--- src/rtl/ndma_pkg.sv ---
// Shared types and register map for the ndma descriptor queue.
package ndma_pkg;

  localparam int MAX_TX_SIZE = 256;
  localparam int LEN_W       = $clog2(MAX_TX_SIZE);

  // Word index of each register, i.e. byte offset [4:2]
  localparam logic [2:0] OFS_SRC      = 3'd0;
  localparam logic [2:0] OFS_DST      = 3'd1;
  localparam logic [2:0] OFS_LEN      = 3'd2;
  localparam logic [2:0] OFS_PUSH     = 3'd3;
  localparam logic [2:0] OFS_STATUS   = 3'd4;
  localparam logic [2:0] OFS_DONE_CNT = 3'd5;
  localparam logic [2:0] OFS_CTRL     = 3'd6;

  typedef enum logic [1:0] {
    IDLE,
    LAUNCH,
    RUN,
    RETIRE
  } state_t;

  typedef struct packed {
    logic [31:0]      src;
    logic [31:0]      dst;
    logic [LEN_W-1:0] len;
  } desc_t;

  localparam int DESC_W = $bits(desc_t);

endpackage

--- src/rtl/ndma_desc_fifo.sv ---
// Descriptor FIFO with single-cycle flush; flush overrides push and pop.
module ndma_desc_fifo
  import ndma_pkg::*;
#(
  parameter int Depth = 4
) (
  input  logic                       clk,
  input  logic                       rst,
  input  logic                       push,
  input  desc_t                      wdata,
  input  logic                       pop,
  input  logic                       flush,
  output desc_t                      rdata,
  output logic                       full,
  output logic                       empty,
  output logic [$clog2(Depth+1)-1:0] usage
);

  localparam int PtrW = $clog2(Depth);
  localparam int UseW = $clog2(Depth + 1);

  desc_t           mem [Depth];
  logic [PtrW-1:0] wr_ptr;
  logic [PtrW-1:0] rd_ptr;
  logic [UseW-1:0] count;
  logic            do_push;
  logic            do_pop;

  function automatic logic [PtrW-1:0] next_ptr(input logic [PtrW-1:0] ptr);
    return (ptr == PtrW'(Depth - 1)) ? '0 : ptr + PtrW'(1);
  endfunction

  assign full    = (count == UseW'(Depth));
  assign empty   = (count == '0);
  assign usage   = count;
  assign rdata   = mem[rd_ptr];
  assign do_push = push && !full && !flush;
  assign do_pop  = pop && !empty && !flush;

  always_ff @(posedge clk) begin
    if (rst) begin
      for (int i = 0; i < Depth; i++) mem[i] <= '0;
      wr_ptr <= '0;
      rd_ptr <= '0;
      count  <= '0;
    end else if (flush) begin
      wr_ptr <= '0;
      rd_ptr <= '0;
      count  <= '0;
    end else begin
      if (do_push) begin
        mem[wr_ptr] <= wdata;
        wr_ptr      <= next_ptr(wr_ptr);
      end
      if (do_pop) rd_ptr <= next_ptr(rd_ptr);
      case ({do_push, do_pop})
        2'b10:   count <= count + UseW'(1);
        2'b01:   count <= count - UseW'(1);
        default: count <= count;
      endcase
    end
  end

endmodule

--- src/rtl/ndma_desc_queue.sv ---
// Descriptor queue and launcher: config registers, descriptor FIFO, launch FSM,
// completion counter and interrupt for the ndma core.
module ndma_desc_queue
  import ndma_pkg::*;
#(
  parameter int Depth     = 4,
  parameter int MaxTxSize = 256,
  parameter int CntWidth  = 16
) (
  input  logic                         clk_i,
  input  logic                         rst_i,
  input  logic                         cfg_req_i,
  input  logic                         cfg_we_i,
  output logic                         cfg_gnt_o,
  input  logic [31:0]                  cfg_addr_i,
  input  logic [31:0]                  cfg_wdata_i,
  output logic [31:0]                  cfg_rdata_o,
  output logic                         cfg_rvalid_o,
  output logic [31:0]                  dma_src_addr_o,
  output logic [31:0]                  dma_dst_addr_o,
  output logic [$clog2(MaxTxSize)-1:0] dma_len_o,
  output logic                         dma_start_o,
  input  logic                         dma_done_i,
  output logic                         irq_o
);

  localparam int TxCntBits = $clog2(MaxTxSize);
  localparam int OccW      = $clog2(Depth + 1);

  state_t               state;
  state_t               state_nxt;
  logic                 done_q;
  logic [31:0]          staged_src;
  logic [31:0]          staged_dst;
  logic [TxCntBits-1:0] staged_len;
  logic                 enable;
  logic                 irq_en;
  logic                 overflow;
  logic                 len_err;
  logic                 irq;
  logic [CntWidth-1:0]  done_cnt;
  logic [31:0]          src_act;
  logic [31:0]          dst_act;
  logic [TxCntBits-1:0] len_act;
  logic                 start;
  logic                 rsp_vld_p1;
  logic [31:0]          rsp_data_p1;

  logic [2:0]           idx;
  logic                 acc_wr;
  logic                 acc_rd;
  logic                 push_req;
  logic                 cnt_clr;
  logic                 flush;
  logic                 push;
  logic                 pop;
  logic [31:0]          rd_mux;
  desc_t                push_desc;
  desc_t                head;
  logic                 fifo_full;
  logic                 fifo_empty;
  logic [OccW-1:0]      occupancy;
  logic                 unused_addr;

  function automatic logic [CntWidth-1:0] sat_inc(input logic [CntWidth-1:0] v);
    return (&v) ? v : v + CntWidth'(1);
  endfunction

  assign cfg_gnt_o   = cfg_req_i;
  assign idx         = cfg_addr_i[4:2];
  assign unused_addr = ^{cfg_addr_i[31:5], cfg_addr_i[1:0]};
  assign acc_wr      = cfg_req_i && cfg_we_i;
  assign acc_rd      = cfg_req_i && !cfg_we_i;
  assign push_req    = acc_wr && (idx == OFS_PUSH);
  assign cnt_clr     = acc_wr && (idx == OFS_DONE_CNT);
  assign flush       = acc_wr && (idx == OFS_CTRL) && cfg_wdata_i[2];

  // Fullness is judged before any same-cycle pop, so a pop never makes room for a push
  assign push      = push_req && (staged_len != '0) && !fifo_full;
  assign pop       = (state == IDLE) && enable && !fifo_empty;
  assign push_desc = '{src: staged_src, dst: staged_dst, len: staged_len};

  ndma_desc_fifo #(
    .Depth(Depth)
  ) u_fifo (
    .clk   (clk_i),
    .rst   (rst_i),
    .push  (push),
    .wdata (push_desc),
    .pop   (pop),
    .flush (flush),
    .rdata (head),
    .full  (fifo_full),
    .empty (fifo_empty),
    .usage (occupancy)
  );

  always_ff @(posedge clk_i) begin
    if (rst_i) state <= IDLE;
    else       state <= state_nxt;
  end

  // done_q tracks the previous level, so a level left high by the last transfer is not an edge
  always_comb begin
    state_nxt = state;
    case (state)
      IDLE:    if (enable && !fifo_empty) state_nxt = LAUNCH;
      LAUNCH:  state_nxt = RUN;
      RUN:     if (dma_done_i && !done_q) state_nxt = RETIRE;
      RETIRE:  state_nxt = IDLE;
      default: state_nxt = IDLE;
    endcase
  end

  always_comb begin
    rd_mux = '0;
    case (idx)
      OFS_SRC: rd_mux = staged_src;
      OFS_DST: rd_mux = staged_dst;
      OFS_LEN: rd_mux[TxCntBits-1:0] = staged_len;
      OFS_STATUS: begin
        rd_mux[0]         = (state != IDLE);
        rd_mux[1]         = fifo_full;
        rd_mux[2]         = fifo_empty;
        rd_mux[3]         = overflow;
        rd_mux[4]         = len_err;
        rd_mux[8 +: OccW] = occupancy;
      end
      OFS_DONE_CNT: rd_mux[CntWidth-1:0] = done_cnt;
      OFS_CTRL: begin
        rd_mux[0] = enable;
        rd_mux[1] = irq_en;
      end
      default: rd_mux = '0;
    endcase
  end

  always_ff @(posedge clk_i) begin
    if (rst_i) begin
      done_q      <= 1'b0;
      staged_src  <= '0;
      staged_dst  <= '0;
      staged_len  <= '0;
      enable      <= 1'b0;
      irq_en      <= 1'b0;
      overflow    <= 1'b0;
      len_err     <= 1'b0;
      irq         <= 1'b0;
      done_cnt    <= '0;
      src_act     <= '0;
      dst_act     <= '0;
      len_act     <= '0;
      start       <= 1'b0;
      rsp_vld_p1  <= 1'b0;
      rsp_data_p1 <= '0;
    end else begin
      done_q <= dma_done_i;
      if (acc_wr) begin
        case (idx)
          OFS_SRC: staged_src <= cfg_wdata_i;
          OFS_DST: staged_dst <= cfg_wdata_i;
          OFS_LEN: staged_len <= cfg_wdata_i[TxCntBits-1:0];
          OFS_CTRL: begin
            enable <= cfg_wdata_i[0];
            irq_en <= cfg_wdata_i[1];
          end
          default: ;
        endcase
      end
      if (cnt_clr) begin
        overflow <= 1'b0;
        len_err  <= 1'b0;
      end
      if (push_req) begin
        if (staged_len == '0) len_err  <= 1'b1;
        else if (fifo_full)   overflow <= 1'b1;
      end
      if (pop) begin
        src_act <= head.src;
        dst_act <= head.dst;
        len_act <= head.len;
      end
      start <= pop;
      // A retire in the same cycle as a clear still counts: set wins
      if (state == RETIRE) done_cnt <= cnt_clr ? CntWidth'(1) : sat_inc(done_cnt);
      else if (cnt_clr)    done_cnt <= '0;
      if (state == RETIRE && irq_en) irq <= 1'b1;
      else if (cnt_clr)              irq <= 1'b0;
      // response stage
      rsp_vld_p1  <= cfg_req_i;
      rsp_data_p1 <= acc_rd ? rd_mux : '0;
    end
  end

  assign dma_src_addr_o = src_act;
  assign dma_dst_addr_o = dst_act;
  assign dma_len_o      = len_act;
  assign dma_start_o    = start;
  assign irq_o          = irq;
  assign cfg_rvalid_o   = rsp_vld_p1;
  assign cfg_rdata_o    = rsp_data_p1;

endmodule

--- config.mk ---
export PLATFORM = sky130hd
export DESIGN_NAME = ndma_desc_queue
export DESIGN_NICKNAME = d
export VERILOG_FILES = /design/src/rtl/ndma_pkg.sv /design/src/rtl/ndma_desc_fifo.sv /design/src/rtl/ndma_desc_queue.sv
export SDC_FILE = /design/constraint.sdc
export NUM_CORES = 1
export LEC_CHECK = 0
export CORE_ASPECT_RATIO = 1.75
export CORE_MARGIN = 5
export CORE_UTILIZATION = 32
export CTS_BUF_LIST = sky130_fd_sc_hd__clkbuf_8
export CTS_CLUSTER_SIZE = 25
export DETAILED_ROUTE_END_ITERATION = 16
export DONT_BUFFER_PORTS = 1
export PLACE_DENSITY = 0.43
export RECOVER_POWER = 100
export REMOVE_ABC_BUFFERS = 1
export SLEW_MARGIN = 20
export SYNTH_ARGS = -nofsm -noshare
export SYNTH_HDL_FRONTEND = slang
export SYNTH_SLANG_ARGS = --single-unit
--- constraint.sdc ---
create_clock -name clk_i -period 7.35 [get_ports clk_i]
set_clock_uncertainty 0.05 [all_clocks]
set_input_delay 1.47 -clock clk_i [delete_from_list [all_inputs] [get_ports clk_i]]
set_output_delay 1.47 -clock clk_i [all_outputs]
set_load 0.05 [all_outputs]
* Word-level counts from Yosys, hierarchy flattened
Memory sizes are Yosys's and may differ from the RTL's. A register that Yosys moved wholly into a read port is not among the register bits. Index checks and enable logic that the tools add are counted.
Word-level totals: register bits after elaboration 137, RAM bits 288, input port bits 69, memories kept 1
Memories:
- u_fifo.mem | depth 4, bits a word 72, rd ports 1, clocked after Yosys merged registers in 1, write ports 4, line ndma_desc_fifo.sv:22 | desc_t mem [Depth];
Cells by class: add/sub/neg operators 5, equal/unequal tests 17, multiplexer cells 34, bitwise gates (word level) 1, reduce and logical (&&, ||, !) cells 41
Operators with widths (count):
- $mux W72 | 1
- $reduce_or A72 Y1 | 1
- $mux W16 | 4
- $pmux W16 S2 | 1
- $pmux W3 S4 | 2
- $logic_and A1 B1 Y1 | 17
- $add A16 B1 Y16 const B | 1
- $mux W1 | 16
- $reduce_and A16 Y1 | 1
- $pmux W3 S5 | 1
- $pmux W5 S3 | 1
- $eq A3 B3 Y1 const B | 4
- $pmux W2 S6 | 1
- $reduce_and A2 Y1 | 6
- $eq A2 B2 Y1 const B | 5
- $mux W2 | 5
- $logic_not A8 Y1 | 1
- $pmux W2 S4 | 1
- $reduce_bool A2 Y1 | 4
- $reduce_bool A8 Y1 | 1
- $eq A3 B2 Y1 const B | 2
- $logic_not A3 Y1 | 2
- $pmux W3 S2 | 1
- $logic_not A1 Y1 | 5
- 10 further kinds | 14

* Depth between registers and ports, before layout
depth after elaboration 12, depth in mapped cells 14, depth with buffers taken out 12

* Hierarchy
Synthesis repeated with hierarchy kept, for this count alone.
Second synthesis, totals: cell total of the unflattened synthesis 1685, area total of the unflattened synthesis 20541.0 sq um
By module, submodules not included:
- ndma_desc_fifo | times used 1, cells each 750, area an instance 12808.5 sq um, seq. area each 8828.5 sq um
- ndma_desc_queue | times used 1, cells each 935, area an instance 7732.4 sq um, seq. area each 4043.9 sq um

* Least setup slack after synthesis
No wires, ideal clock.
kind in2reg, start point input port cfg_req_i, end point memory u_fifo.mem[3][0] (netlist bit), enable pin, data arrival time 5.553 ns, data required time 6.783 ns, setup slack 1.230 ns, stages 5, cell sequence and2_1 > buf_6 > nand3_1 > or3_1 > o21bai_1
RTL lines:
- start, declared | line ndma_desc_queue.sv:12 | input logic cfg_req_i,
- end, declared | line ndma_desc_fifo.sv:22

==> impl_metrics.ini <==
[routing]
routedWlPerCell_um = 24.2
finalWirelength_um = 62000
drtIter0Drc = 678
drcViolationCount = 0
vias_per_cell = 5.02
num_vias = 12800
final_antenna_net_count = 0
drt_pass1_iterations = 5

[placement]
place_congestion = 0.733
dpl_worst_slack_ns = 2.88
portBuffers = 0
dp_hpwl_um = 33500

[die]
die_w_um = 202
rows = 123
core_sq_um = 64300
initial_core_util_pct = 32.2
num_io_pins = 177
die_h_um = 347
die_area_sq_um = 70200

[pwr]
p_switching_mw = 1.26
power_density_nw_per_um2 = 241
vdd_drop_max_v = 0.0000867
power_switching_share_pct = 23.0
leakagePower_nw = 7.61
power.internal_mw = 4.21
pwr-share-clk_pct = 42.3
p_comb_share_pct = 2.4
p_seq_share_pct = 55.2

[clock_tree]
root_buffer = clkbuf_8
ctsLongestPathBuffers = 3
cts_buffers = 79
cts_hold_buf = 0
cts_sinks = 497
ctsResizeCount = 0
cts_setup_buffers = 0
cts_tree = built
cts.htree.levels = 3
clock_latency_ns = 0.68
clk_pin_slew_ns = 0.06

[worst_setup_path]
worstSetupPathDepth = 5
r2r_cells = 5
cp_top_family = simple AND/OR/NAND/NOR gates
cp.required_ns = 7.52
path_buf_inv = 1
crit_path_top_delay_cell = clkbuf_1
worstPathCellList = and2_0, nand4b_1, nor4_1, or2_4, clkbuf_1
crit_arrival_ns = 5.41
slowest_delay_ns = 1.70
cp-end-kind = flip-flop
crit_type = in -> reg
crit_fanout = 44
cp-start-kind = input pin

[sta]
relSlewSlack_pct = -86.8
rsz0062_at_grt = false
setup_tns_ns = 0
fmax_ghz = 0.191
setup_viol = 0
period_share_pct = 71.2
slew_viol_final = 312
final_hold_viol_count = 0
tightest_slew_ns = 2.80
finalCriticalPeriod_ns = 5.23
final.setup.worst_slack_ns = 2.12

[status]
status = complete, but fails checks
failed_checks = max-capacitance violations, max-slew violations

[grt]
grt_pass1_vias = 13500
grt_max_degree = 162
grt_overflow = 0
grt_antenna_before_repair = 3
grt_pass1_wl_um = 91000
track_usage_pct = 17.5

[synth]
synth_edf_count = 288
synth_cell_types = 59
synthArstFlopShare_pct = 0
syn_inst = 1693
synth.ff_latch_count = 497
synth_area_sq_um = 20700
syn_avg_cell_area_sq_um = 12.2
synth_flop_cell = edfxtp_1
yosysSeqAreaShare_pct = 61.9
ys_warn_count = 0

[final_layout]
fillers = 6407
syn_to_final_growth_pct = 9.69
final_common_cell = nand2_1
fin_nets = 1756
drive_above_1_share_pct = 11.9
final_cell_mix = nand2_1, edfxtp_1, dfxtp_1

[min_path]
whs_path_depth = 2
hold_class = reg -> reg

[job]
maxCapViolations = 12
[power groups by stage]
stage / logic (mW) / registers [mW] / clock network [mW]
2_1_floorplan: 0.0849 / 3.08 / 0
3_3_place_gp: 0.142 / 3.08 / 0
3_5_place_dp: 0.143 / 3.08 / 0
4_1_cts: 0.143 / 3.02 / 2.41
5_1_grt: 0.146 / 3.03 / 2.53
6_report: 0.134 / 3.02 / 2.31
[worst reg2reg max path, stage by stage (launching register included)]
cell	delay (ns)
dfxtp_1	0.48
or4_1	0.31
nor2_8	0.09
nor4_1	0.37
or2_4	0.81
clkbuf_1	1.71
[cell type report]
cell class	instances	area, sq um	share of cell area (%)
multi-input combinational	1069	7170	31.5
inverter	10	37.5	0.165
tap	812	1020	4.47
timing repair buffer	21	156	0.688
clock buffer	92	1270	5.57
antenna	3	7.51	0.0330
clock inverter	53	244	1.07
sequential	497	12800	56.5
[per-stage QoR]
step	power (mW)	utilization, %	instances	hold slack [ns]	cell area, sq um
CTS	5.57	35.5	2553	0.422	22800
global route	5.70	35.3	2555	0.452	22700
detailed placement	3.23	33.1	2408	0.409	21300
global placement	3.22	33.1	2408	0.401	21300
finish	5.47	35.3	2557	0.419	22700
floorplan	3.16	-	1576	0.375	20100
[flip-flops by register name, indices dropped and copies added (netlist names)]
register,cells
u_fifo.mem,288
overflow,1
irq_en,1
done_cnt,16
staged_src,32
u_fifo.rd_ptr,2
dma_src_addr_o,32
enable,1
u_fifo.usage,3
u_fifo.wr_ptr,2
staged_len,8
cfg_rvalid_o,1
irq_o,1
done_q,1
dma_dst_addr_o,32
len_err,1
dma_len_o,8
state,2
staged_dst,32
dma_start_o,1
cfg_rdata_o,32
[path summary, 6_finish.rpt]
kind	startpoint	to	slack, ns
worst min register to register	len_err	len_err	0.42
worst max register to register	staged_len[5]	u_fifo.mem[2][40]	3.06
worst min-delay path	len_err	len_err	0.42
worst max-delay path	cfg_req_i	u_fifo.mem[2][40]	2.12
[cells by family (layout without fill, tap and decap cells)]
logic type / count (synthesis) / after routing / synth area share (%)
compound gates: 234 / 234 / 6.51
xor+xnor: 3 / 3 / 0.127
fa+ha+maj: 9 / 9 / 0.580
buf+inv: 127 / 176 / 3.30
flops: 497 / 497 / 61.9
mux: 105 / 105 / 9.53
other cells: 0 / 3 / 0
simple gates: 718 / 718 / 18.0
[synthesized netlist by cell type (9+ instances only)]
master / number / share of area [%]
and2_1: 289 / 8.7
mux2_2: 9 / 0.49
a22oi_1: 24 / 0.87
nor2_1: 60 / 1.1
dfxtp_1: 209 / 20
a211oi_1: 11 / 0.40
mux4_2: 73 / 7.9
buf_2: 31 / 0.75
mux2i_1: 23 / 1.1
buf_6: 22 / 1.2
edfxtp_1: 288 / 42
inv_1: 10 / 0.18
nand3_1: 9 / 0.22
clkbuf_1: 62 / 1.1
nand4_1: 9 / 0.27
a21oi_1: 162 / 3.9
nand2_1: 292 / 5.3
[layer usage]
| layer | share of wire (%) | global-route usage, % |
|---|---|---|
| met4 | 3.8 | 7.24 |
| met3 | 5.7 | 4.21 |
| met1 | 40 | 20.5 |
| met2 | 51 | 30.7 |
| met5 | 0 | 0 |
Note: power is estimated with default switching activity, not from simulation.
